===== src/rtl/watch_btn_pkg.sv =====
// Shared types and default timing constants for the button press classifier.
// Optional feature macro: BTN_DOUBLE_CLICK_EN adds the WAIT_DBL state.
package watch_btn_pkg;

   localparam int LONG_MS_DEF   = 1000;
   localparam int REPEAT_MS_DEF = 200;
   localparam int DBL_MS_DEF    = 300;
   localparam int CNT_W_DEF     = 12;

   typedef enum logic [1:0] {
      IDLE      = 2'd0,
      PRESSED   = 2'd1,
      LONG_HELD = 2'd2
`ifdef BTN_DOUBLE_CLICK_EN
      ,
      WAIT_DBL  = 2'd3
`endif
   } btn_state_e;

   // A tick threshold must be reachable by a CNT_W-bit counter without wrapping.
   function automatic bit cnt_fits(input int value, input int width);
      return (value > 0) && (longint'(value) < (longint'(1) << width));
   endfunction

endpackage


===== src/rtl/button_press_classifier_if.sv =====
// Event and classification signals between the debouncer side and the classifier.
interface button_press_classifier_if;
   logic tick;
   logic pb_down;
   logic pb_up;
   logic short_press;
   logic long_press;
   logic repeat_pulse;
   logic held;
   logic double_press;

   modport master (
      output tick, pb_down, pb_up,
      input  short_press, long_press, repeat_pulse, held, double_press
   );

   modport slave (
      input  tick, pb_down, pb_up,
      output short_press, long_press, repeat_pulse, held, double_press
   );
endinterface


===== src/rtl/btn_tick_timer.sv =====
// Tick counter with compare-and-clear; it clears on the threshold tick so it
// never holds the limit value and therefore never wraps.
module btn_tick_timer #(
   parameter int CNT_W = 12
) (
   input  logic             clk,
   input  logic             rst_n,
   input  logic             clr_i,
   input  logic             inc_i,
   input  logic [CNT_W-1:0] limit_i,
   output logic             hit_o
);

   logic [CNT_W-1:0] cnt_q, cnt_d;

   // Compare one bit wider so cnt_q + 1 cannot overflow before the compare.
   assign hit_o = inc_i && (({1'b0, cnt_q} + (CNT_W+1)'(1)) == {1'b0, limit_i});

   // Next count: clear wins, then the threshold tick clears, else count ticks.
   always_comb begin
      cnt_d = cnt_q;
      if (clr_i || hit_o) begin
         cnt_d = '0;
      end else if (inc_i) begin
         cnt_d = cnt_q + CNT_W'(1);
      end
   end

   // Count register with synchronous active-low reset.
   always_ff @(posedge clk) begin
      // NOTE: non-blocking assignments keep every flop sampling pre-edge values.
      if (!rst_n) begin
         cnt_q <= '0;
      end else begin
         cnt_q <= cnt_d;
      end
   end

endmodule


===== src/rtl/button_press_classifier.sv =====
// Classifies debounced press/release events into short, long, auto-repeat and
// (optionally) double presses. All outputs are registered.
// Optional feature macro: BTN_DOUBLE_CLICK_EN enables double-press detection.
module button_press_classifier
   import watch_btn_pkg::*;
#(
   parameter int LONG_MS   = LONG_MS_DEF,
   parameter int REPEAT_MS = REPEAT_MS_DEF,
   parameter int DBL_MS    = DBL_MS_DEF,
   parameter int CNT_W     = CNT_W_DEF
) (
   input  logic                      clk,
   input  logic                      rst_n,
   button_press_classifier_if.slave  bus
);

   if (!cnt_fits(LONG_MS, CNT_W) || !cnt_fits(REPEAT_MS, CNT_W) || !cnt_fits(DBL_MS, CNT_W)) begin : g_bad_cfg
      $error("button_press_classifier: timing parameter out of range for CNT_W");
   end

   localparam logic [CNT_W-1:0] LONG_L   = CNT_W'(LONG_MS);
   localparam logic [CNT_W-1:0] REPEAT_L = CNT_W'(REPEAT_MS);
`ifdef BTN_DOUBLE_CLICK_EN
   localparam logic [CNT_W-1:0] DBL_L    = CNT_W'(DBL_MS);
`endif

   btn_state_e       state_q, state_d;
   logic             tmr_clr, tmr_hit;
   logic [CNT_W-1:0] tmr_limit;
   logic             short_q, short_d;
   logic             long_q, long_d;
   logic             rep_q, rep_d;
   logic             held_q, held_d;
`ifdef BTN_DOUBLE_CLICK_EN
   logic             dbl_q, dbl_d;
`endif

   // Simultaneous press and release cancel each other out.
   logic dn_evt, up_evt;
   assign dn_evt = bus.pb_down && !bus.pb_up;
   assign up_evt = bus.pb_up && !bus.pb_down;

   btn_tick_timer #(.CNT_W(CNT_W)) u_timer (
      .clk     (clk),
      .rst_n   (rst_n),
      .clr_i   (tmr_clr),
      .inc_i   (bus.tick),
      .limit_i (tmr_limit),
      .hit_o   (tmr_hit)
   );

   // Threshold selected by the current state only.
   always_comb begin
      tmr_limit = LONG_L;
      case (state_q)
         LONG_HELD: tmr_limit = REPEAT_L;
`ifdef BTN_DOUBLE_CLICK_EN
         WAIT_DBL:  tmr_limit = DBL_L;
`endif
         default:   tmr_limit = LONG_L;
      endcase
   end

   // Next state and next output pulses; release beats a same-cycle threshold tick.
   always_comb begin
      // NOTE: every output of this block gets a default first so no latch is inferred.
      state_d = state_q;
      tmr_clr = 1'b0;
      short_d = 1'b0;
      long_d  = 1'b0;
      rep_d   = 1'b0;
`ifdef BTN_DOUBLE_CLICK_EN
      dbl_d   = 1'b0;
`endif
      case (state_q)
         IDLE: begin
            tmr_clr = 1'b1;  // holds the counter at 0; a tick with pb_down is not counted
            if (dn_evt) state_d = PRESSED;
         end
         PRESSED: begin
            if (up_evt) begin
               tmr_clr = 1'b1;
`ifdef BTN_DOUBLE_CLICK_EN
               state_d = WAIT_DBL;
`else
               short_d = 1'b1;
               state_d = IDLE;
`endif
            end else if (tmr_hit) begin
               long_d  = 1'b1;
               state_d = LONG_HELD;
            end
         end
         LONG_HELD: begin
            if (up_evt) begin
               tmr_clr = 1'b1;
               state_d = IDLE;
            end else if (tmr_hit) begin
               rep_d = 1'b1;
            end
         end
`ifdef BTN_DOUBLE_CLICK_EN
         WAIT_DBL: begin
            if (dn_evt) begin
               dbl_d   = 1'b1;
               tmr_clr = 1'b1;
               state_d = PRESSED;
            end else if (tmr_hit) begin
               short_d = 1'b1;
               state_d = IDLE;
            end
         end
`endif
         default: state_d = IDLE;
      endcase
      held_d = (state_d == PRESSED) || (state_d == LONG_HELD);
   end

   // State and registered outputs.
   always_ff @(posedge clk) begin
      if (!rst_n) begin
         state_q <= IDLE;
         short_q <= 1'b0;
         long_q  <= 1'b0;
         rep_q   <= 1'b0;
         held_q  <= 1'b0;
`ifdef BTN_DOUBLE_CLICK_EN
         dbl_q   <= 1'b0;
`endif
      end else begin
         state_q <= state_d;
         short_q <= short_d;
         long_q  <= long_d;
         rep_q   <= rep_d;
         held_q  <= held_d;
`ifdef BTN_DOUBLE_CLICK_EN
         dbl_q   <= dbl_d;
`endif
      end
   end

   assign bus.short_press  = short_q;
   assign bus.long_press   = long_q;
   assign bus.repeat_pulse = rep_q;
   assign bus.held         = held_q;
`ifdef BTN_DOUBLE_CLICK_EN
   assign bus.double_press = dbl_q;
`else
   assign bus.double_press = 1'b0;
`endif

endmodule


===== src/flat_wrapper.sv =====
// flat-port wrapper written by rule: the top's interface ports become plain ports
module button_press_classifier_flat import watch_btn_pkg::*;
#(
   parameter int LONG_MS   = LONG_MS_DEF,
   parameter int REPEAT_MS = REPEAT_MS_DEF,
   parameter int DBL_MS    = DBL_MS_DEF,
   parameter int CNT_W     = CNT_W_DEF
)
  (clk, rst_n, bus_tick, bus_pb_down, bus_pb_up, bus_short_press, bus_long_press, bus_repeat_pulse, bus_held, bus_double_press);
  button_press_classifier_if bus_i ();
  input  logic clk;
  input  logic rst_n;
  input wire logic [$bits(bus_i.tick)-1:0] bus_tick;
  input wire logic [$bits(bus_i.pb_down)-1:0] bus_pb_down;
  input wire logic [$bits(bus_i.pb_up)-1:0] bus_pb_up;
  output wire logic [$bits(bus_i.short_press)-1:0] bus_short_press;
  output wire logic [$bits(bus_i.long_press)-1:0] bus_long_press;
  output wire logic [$bits(bus_i.repeat_pulse)-1:0] bus_repeat_pulse;
  output wire logic [$bits(bus_i.held)-1:0] bus_held;
  output wire logic [$bits(bus_i.double_press)-1:0] bus_double_press;
  assign bus_i.tick = bus_tick;
  assign bus_i.pb_down = bus_pb_down;
  assign bus_i.pb_up = bus_pb_up;
  assign bus_short_press = bus_i.short_press;
  assign bus_long_press = bus_i.long_press;
  assign bus_repeat_pulse = bus_i.repeat_pulse;
  assign bus_held = bus_i.held;
  assign bus_double_press = bus_i.double_press;
  button_press_classifier #(.LONG_MS(LONG_MS), .REPEAT_MS(REPEAT_MS), .DBL_MS(DBL_MS), .CNT_W(CNT_W)) u_core (.clk(clk), .rst_n(rst_n), .bus(bus_i));
endmodule

===== config.mk =====
export PLATFORM = sky130hd
export DESIGN_NAME = button_press_classifier_flat
export DESIGN_NICKNAME = d
export VERILOG_FILES = /design/src/rtl/watch_btn_pkg.sv /design/src/rtl/button_press_classifier_if.sv /design/src/rtl/btn_tick_timer.sv /design/src/rtl/button_press_classifier.sv /design/src/flat_wrapper.sv
export SDC_FILE = /design/constraint.sdc
export NUM_CORES = 1
export LEC_CHECK = 0
export CAP_MARGIN = 25
export CORE_MARGIN = 2
export CORE_UTILIZATION = 25
export CTS_CLUSTER_DIAMETER = 150
export DETAILED_ROUTE_END_ITERATION = 16
export GPL_ROUTABILITY_DRIVEN = 0
export GPL_TIMING_DRIVEN = 0
export SLEW_MARGIN = 20
export SYNTH_ARGS = -nofsm -noshare
export SYNTH_HDL_FRONTEND = slang
export SYNTH_SLANG_ARGS = --single-unit
export TNS_END_PERCENT = 50

===== constraint.sdc =====
create_clock -name clk -period 1.9 [get_ports clk]
set_input_delay 0.38 -clock clk [delete_from_list [all_inputs] [get_ports clk]]
set_output_delay 0.38 -clock clk [all_outputs]
set_load 0.05 [all_outputs]

# --- Yosys cells after proc, flatten, opt, wreduce, memory -nomap -nowiden ---
# Index checks and enable logic that the tools add are counted.
# Widths: inputs -> output; s select.
totals:
  regBits: 18
  in_bits: 5
  out_inout_bits: 5
  wordCells: 36
op_classes:
  addsub: 2
  n_eq_ne: 5
  muxes: 10
  bitwise: 1
  reduce_logical: 12
ops:
  columns: ["operator", "n"]
  rows:
  - ["$add 12x1->13 const B", 1]
  - ["$eq 13x12->1", 1]
  - ["$add 12x1->12 const B", 1]
  - ["$mux 10", 1]
  - ["$mux 2", 4]
  - ["$pmux 2 s3", 1]
  - ["$eq 2x1->1 const B", 2]
  - ["$eq 2x2->1 const B", 2]
  - ["$reduce_and 2->1", 2]
  - ["$reduce_or 2->1", 2]
  - ["$logic_and 1x1->1", 3]
  - ["$mux 1", 3]
  - ["$logic_not 1->1", 2]
  - ["$logic_not 2->1", 1]
  - ["$logic_or 1x1->1", 2]
  - ["$pmux 1 s2", 1]
  - ["$not 1->1", 1]

# --- Longest topological paths before layout ---
# Gate-level depths: netlist of run 1.
depth:
  word_depth: 9
  depth_mapped: 9
  mapped_depth_nobuf: 8

# --- Hierarchy ---
# A second synthesis of run 1 with hierarchy kept.
hier_totals:
  hier_cells: 165
  area_unflattened_um2: 1310.0
by_module_without_submodules:
  columns: ["mod", "instances", "cells_per_inst", "area_each_um2", "seq_area_each_um2"]
  rows:
  - ["btn_tick_timer", 1, 125, 952.2, 240.2]
  - ["button_press_classifier", 1, 40, 357.8, 120.1]

# --- Least setup slack after synthesis of run 1 ---
# Ideal clock, no wire load.
synth_timing:
  path_type: "flip-flop to flip-flop"
  start: "reg u_core.u_timer.cnt_q[2]"
  end: "reg u_core.held_q (netlist: u_core.bus.held)"
  setup_ps: 74
  t_arrival_ps: 1886
  required_ps: 1826
  slack_ps: -60
  path_stages_with_launch: 8
  n_path_buf: 1
  period_less_slack_ps: 1960
  path_cell_list: "dfxtp_1 -> buf_4 -> nand3_1 -> or4_4 -> a221oi_2 -> o221ai_2 -> a211o_1 -> a31oi_1"
synth_between:
  elab_chain_cells: 8
  word_cells_on_any_way: 9
  cone_classes: "1 x add/sub; 3 x eq/ne; 3 x mux; 2 x reduce/logical"
synth_lines:
  columns: ["item", "line_no", "source"]
  rows:
  - ["start: declaration", "btn_tick_timer.sv:14", "logic [CNT_W-1:0] cnt_q, cnt_d;"]
  - ["start signal: assignment", "btn_tick_timer.sv:35", "cnt_q <= cnt_d;"]
  - ["$add 12x1->13 (*)", "btn_tick_timer.sv:17", "assign hit_o = inc_i && (({1'b0, cnt_q} + (CNT_W+1)'(1)) == {1'b0, limit_i});"]
  - ["$eq 13x12->1 (*)", "btn_tick_timer.sv:17", null]
  - ["$logic_and 1x1->1 (*)", "btn_tick_timer.sv:17", null]
  - ["$mux 2 (*)", "button_press_classifier.sv:89", "end else if (tmr_hit) begin"]
  - ["$mux 2 (*)", "button_press_classifier.sv:81", "if (up_evt) begin"]
  - ["$pmux 2 s3 (*)", "button_press_classifier.sv:75", "case (state_q)"]
  - ["$eq 2x1->1 / $eq 2x2->1 (equally long branches)", "button_press_classifier.sv:116", "held_d = (state_d == PRESSED) || (state_d == LONG_HELD);"]
  - ["$logic_or 1x1->1 (*)", "button_press_classifier.sv:116", null]
  - ["end signal: assignment", "button_press_classifier.sv:135", "held_q <= held_d;"]
  - ["end: declaration", "button_press_classifier.sv:33", "logic held_q, held_d;"]
# Every way passes the cells marked *; elsewhere a longest branch is shown, timed or not.
# A chain may end at the register's enable or synchronous reset.

# --- Final worst setup path of run 1 ---
layout_timing:
  start: "reg u_core.u_timer.cnt_q[0]"
  end: "reg u_core.held_q (netlist: u_core.bus.held)"
# The elaborated chain is that of the path after synthesis.

==> impl_metrics.ini, run 1 <==
[outcome]
status = complete, but fails checks
violations = negative setup slack

[worst_setup_path]
r2r_end = u_core.bus.held
crit_path_cell_trace = nand3_4 -> or4_4 -> a221oi_4 -> o221ai_4 -> a211o_1 -> a31oi_1
ff2ff_setup_slack_ns = -0.12
critical_path.max_fanout = 4
reg2reg_from = u_core.u_timer.cnt_q[0]
crit_end = u_core.bus.held
critPathMaxStageDelay_ns = 0.51
cp.required_ns = 2.09
rr_worst_depth = 6
critPathCaptureType = flip-flop
crit_start = u_core.u_timer.cnt_q[0]
critPathLaunchType = flip-flop
arrival_ns = 2.20
path_class = reg2reg
crit_slowest_cell = or4_4

[grt]
antenna_found_initial = 0
grt_pass1_wl_um = 4460
grt_max_degree = 11
grt_overflow = 0
grt_usage_pct = 11.3
grt_pass1_vias = 979

[placement]
dpl.cell_count = 188
portBuffers = 7
hpwl_um = 1650
pre_cts_ws_ns = -0.373

[floorplanning]
initial_utilization_pct = 26.4
core_area_um2 = 4090
die_h_um = 69.6
std_cell_rows = 23
io_pins = 10
die_x_um = 69.6
dieArea_um2 = 4850

[synthesis]
async_flop_share_pct = 0
synth_xor_area_share_pct = 11.4
syn-instance-count = 131
synth_area_leaders = dfxtp_1 (33%), xnor2_1 (7.3%), nor2_1 (6.6%)
seq_area_frac_synth_pct = 33.4
synth_compound_area_share_pct = 13.6
synth.distinct_cells = 36
synthAdderAreaFrac_pct = 5.81
syn-num-nets = 141
synth_top_area_share_pct = 33.4
synth_seq_cells = 18
syn_area_um2 = 1080
syn_area_per_cell_um2 = 8.22
synthSimpleGateAreaFrac_pct = 31.2
yosys_warnings = 0
synthTopCellsByCount = nor2_1 (19), dfxtp_1 (18), nand2_1 (10), xnor2_1 (9), nor3_1 (8)
yosys.area.top_type = dfxtp_1
synth_edf_count = 0
synth_flop_cell = dfxtp_1
synth_top_family_by_area = simple AND/OR/NAND/NOR gates
synth_mux_area_share_pct = 0.929
yosysMostFrequentCell = nor2_1

[sta]
final-hold-violation-count = 0
slew_viol_final = 0
setup_viol = 13
holdWs_ns = 0.553
max_freq_mhz = 496
fin_crit_sh_pct = 106
fin_ws_ns = -0.116
final.setup.tns_ns = -0.552
rsz0062_at_grt = yes
fin_crit_ns = 2.02
worst_clock_skew_ns = 0.00178

[detailed_routing]
dr.pass1.iters = 4
wirelength_um = 2750
drt-initial-drc-count = 71
drcViolationCount = 0
routedWlPerCell_um = 13.2
vias_per_cell = 4.90
postRouteAntennaNets = 0
num_vias = 1024

[layout]
instances_no_fill = 209
drive_gt1_share_pct = 30.2
area.growth.synth_to_final_pct = 41.8
nets = 170
n_antenna_cell = 0

[cts]
htreeDepth = 1
clk_latency_ns = 0.25
cts_buffer_depth = 2
cts_hold_buf = 0
clock-sinks = 18
cts_root_buf = clkbuf_8
cts_made_buffers = 3
clk_pin_slew_ns = 0.07
cts_tree = yes

[run]
cap_violations = 0

[power_and_ir_drop]
p_clk_share_pct = 37.4
power_density_nw_per_um2 = 485
power.total_w = 0.000740
power_frac_comb_pct = 11.6
vdd_drop_max_v = 0.000181
p_sw_w = 0.000185
p_seq_share_pct = 51.0
intPower_w = 0.000555
swShare_pct = 25.0
p_leak_nw = 0.528

[hold_path]
hp-class = reg2reg
[area by class of cell]
type	count	area [µm²]
tap	50	62.6
clock buffer	4	45.0
timing repair buffer	25	209
inverter	3	11.3
buffer	3	22.5
sequential	18	393
multi-input combinational	106	785
fill	411	2560
[state kept, by name (all words and copies together), names as in the netlist]
name / flops
u_core.bus.repeat_pulse: 1
u_core.bus.short_press: 1
u_core.state_q: 2
u_core.bus.long_press: 1
u_core.u_timer.cnt_q: 12
u_core.bus.held: 1
[power by group through the flow]
stage / clock network, W / logic, W / registers (W)
after floorplan: 0 / 0.0000450 / 0.000402
after global placement: 0 / 0.0000780 / 0.000392
after detailed placement: 0 / 0.0000783 / 0.000392
after CTS: 0.000294 / 0.0000811 / 0.000377
after global routing: 0.000302 / 0.0000944 / 0.000378
final: 0.000277 / 0.0000856 / 0.000378
[what timing repair did]
action | in CTS | in global routing
endpoints found under the hold margin | 0 | 0
pin swaps | 7 | 11
buffers inserted | 12 | 6
gates resized for setup | 11 | 18
setup endpoints to repair | 11 | 13
[worst min-delay path by stage]
stage | start | end | cells past startpoint
after floorplan | u_core.u_timer.cnt_q[7] | u_core.u_timer.cnt_q[7] | 2
after global routing | bus_tick | u_core.u_timer.cnt_q[0] | 3
after detailed placement | u_core.u_timer.cnt_q[7] | u_core.u_timer.cnt_q[7] | 2
after global placement | u_core.u_timer.cnt_q[4] | u_core.u_timer.cnt_q[4] | 2
after CTS | bus_tick | u_core.u_timer.cnt_q[0] | 3
final | u_core.u_timer.cnt_q[4] | u_core.u_timer.cnt_q[4] | 2
[through the flow]
stage	util [%]	area [µm²]
CTS	34.8	1420
global route	37.4	1530
floorplan	-	1120
detailed placement	30.6	1250
finish	37.4	1530
global placement	30.6	1250
[kinds of logic (layout without fill, tap and decap cells)]
family                     count (synthesis)  after routing
adders and majority gates                  5              5
muxes                                      1              1
and+or+nand+nor                           65             65
buffers and inverters                      7             35
DFF                                       18             18
AOI/OAI and AO/OA                         20             20
other                                      1              1
xor gates and xnor gates                  14             14
[critical path, delay by kind of cell, from the launching register on]
kind | cells | cell delay (ns)
flops | 1 | 0.39
compound gates | 4 | 0.95
simple gates | 2 | 0.60
[routing by layer]
metal	vias to the layer above	routed length, µm	part of all wire (%)	global-route usage (%)
li1	519	-	-	-
met1	474	1200	44	14.3
met2	25	1380	50	19.3
met3	6	85	3.1	0.872
met4	0	80	2.9	5.77
met5	-	0	0	0
[cells in the final DEF, fill, tap and decap left out, types with 2 or more instances in the layout]
cell type        count
nand4_1              7
nand3_4              2
nor3_1               7
dfxtp_2              2
a31oi_1              2
clkbuf_1             2
ha_1                 4
xnor2_1              9
nand2_1              9
inv_1                3
buf_4               18
xor2_1               5
dfxtp_1              8
o21ai_1              2
nor2b_1              2
nor2_2               2
nand2b_1             5
clkdlybuf4s50_1      7
o21ai_0              2
nor2_1              15
a21oi_1              4
buf_6                2
dfxtp_4              8
clkbuf_8             3
and3_1               2
nor2_4               2
nand3_1              4
(Power assumes the default switching activity.)
==> run 2, diff against run 1 <==
--- a/config.mk
+++ b/config.mk
@@ -7,11 +7,13 @@
 export LEC_CHECK = 0
 export CAP_MARGIN = 25
 export CORE_MARGIN = 2
-export CORE_UTILIZATION = 25
+export CORE_UTILIZATION = 50
 export CTS_CLUSTER_DIAMETER = 150
 export DETAILED_ROUTE_END_ITERATION = 16
 export GPL_ROUTABILITY_DRIVEN = 0
 export GPL_TIMING_DRIVEN = 0
+export PLACE_DENSITY = 0.74
+export SKIP_CTS_REPAIR_TIMING = 1
 export SLEW_MARGIN = 20
 export SYNTH_ARGS = -nofsm -noshare
 export SYNTH_HDL_FRONTEND = slang
==> impl_metrics.ini, run 2 (synthesis results as in run 1) <==
[layout]
layout_common_cells = nor2_1 (15), nand2_1 (10), xnor2_1 (9), dfxtp_1 (9)
reg_top3 = u_core.u_timer.cnt_q x12, u_core.state_q x2
final_common_cell = nor2_1
nets = 158
largest_register_ff_count = 12
drive_gt1_share_pct = 20.4
fillCellCount = 171
area.growth.synth_to_final_pct = 26.6
instances_no_fill = 174
max_flop_register = u_core.u_timer.cnt_q
n_antenna_cell = 0

[grt]
grt_pass1_vias = 890
grt_pass1_wl_um = 3660
grt_usage_pct = 19.1
antenna_found_initial = 0
grt_max_degree = 11
grt_overflow = 0

[sta]
rsz0062_at_grt = yes
worst_pin_slew_ns = 0.569
fin_crit_ns = 2.08
setup_viol = 13
slew_headroom_pct = 61.7
max_freq_mhz = 481
slew_viol_final = 0
fin_crit_sh_pct = 109
fin_ws_ns = -0.177
worst_clock_skew_ns = 0.00298
final-hold-violation-count = 0

[detailed_routing]
dr.pass1.iters = 4
drt-initial-drc-count = 25
drcViolationCount = 0
postRouteAntennaNets = 0
vias_per_cell = 5.89
wirelength_um = 2320
routedWlPerCell_um = 13.4
num_vias = 1024

[worst_setup_path]
critPathCaptureType = flip-flop
crit_path_cell_trace = buf_6 -> nand3_4 -> or4_4 -> a221oi_4 -> o221ai_4 -> a211o_1 -> a31oi_1
path_class = reg2reg
critical_path.max_fanout = 8
arrival_ns = 2.31
crit_slowest_cell = or4_4
cp_num_buf_inv = 1
cp.required_ns = 2.13
critPathTopFamily = compound AO/OA/AOI/OAI gates
critPathLaunchType = flip-flop
critPathMaxStageDelay_ns = 0.53

[floorplanning]
core_area_um2 = 2000
std_cell_rows = 16
die_x_um = 50.4
die_h_um = 50.4
initial_utilization_pct = 53.8
dieArea_um2 = 2540
io_pins = 10

[hold_path]
hp-class = in2reg

[cts]
cts_made_buffers = 3
cts_root_buf = clkbuf_4
clk_pin_slew_ns = 0.10
cts_tree = yes
htreeDepth = 1
clock-sinks = 18
clk_latency_ns = 0.30
cts_buffer_depth = 2

[power_and_ir_drop]
power_density_nw_per_um2 = 484
p_leak_nw = 0.443
vdd_drop_max_v = 0.000469

[placement]
hpwl_um = 1580
pre_cts_ws_ns = -0.305
portBuffers = 7
dpl.cell_count = 165

[outcome]
violations = negative setup slack
status = complete, but fails checks

[run]
cap_violations = 0
-- run 2: changes by cell type in the layout (fill, tap and decap cells not counted), moves of 2 or more --
cell,previous run,this run
nor2_2,2,0
buf_4,18,6
o21ai_1,2,0
o21ai_0,2,4
nor2_4,2,4
clkbuf_4,0,3
clkbuf_8,3,0
-- run 2: area by class of cell --
cell class                      count  area [µm²]  area share, %
Buffer                              4        33.8           2.48
Clock buffer                        4        26.3           1.93
Inverter                            3        11.3          0.826
Multi-Input combinational cell    106         759           55.7
Sequential cell                    18         392           28.7
Tap cell                           27        33.8           2.48
Timing Repair Buffer               12         108           7.89
-- run 2: where the power goes --
group	total (W)	switching, W	internal [W]
sequential	0.000377	0.00000526	0.000372
combinational	0.0000827	0.0000507	0.0000320
clock	0.000201	0.000119	0.0000819
total	0.000661	0.000175	0.000486
-- run 2: routing by layer --
layer / part of all wire (%) / global-route usage, % / vias to the layer above
met5: 0 / 0 / -
met4: 1.9 / 9.46 / 0
met3: 3.6 / 3.57 / 5
met2: 49 / 32.9 / 29
met1: 45 / 22.6 / 487
li1: - / - / 503
-- run 2: per-stage QoR --
step	hold slack [ns]	utilization, %	TNS [ns]	instance area (µm²)	total power (W)
global route	0.554	68.1	-2.67	1360	0.000699
global placement	0.534	60.9	-2.43	1220	0.000468
detailed placement	0.543	60.9	-2.76	1220	0.000470
finish	0.531	68.1	-1.26	1360	0.000661
CTS	0.518	62.3	-1.82	1250	0.000671
floorplan	0.506	-	-0.00672	1120	0.000447
-- run 2: worst min-delay path: stages --
cell and delay [ns]:
clkbuf_1 0.18, xnor2_1 0.20, nor2_1 0.04
-- run 2: worst paths after layout --
kind	slack [ns]	start	end	depth (start not counted)
setup reg to reg	-0.18	u_core.u_timer.cnt_q[2]	u_core.bus.held	7
hold / removal	0.53	bus_tick	u_core.u_timer.cnt_q[0]	3
setup / recovery	-0.18	u_core.u_timer.cnt_q[2]	u_core.bus.held	7
hold reg to reg	0.58	u_core.u_timer.cnt_q[4]	u_core.u_timer.cnt_q[4]	2
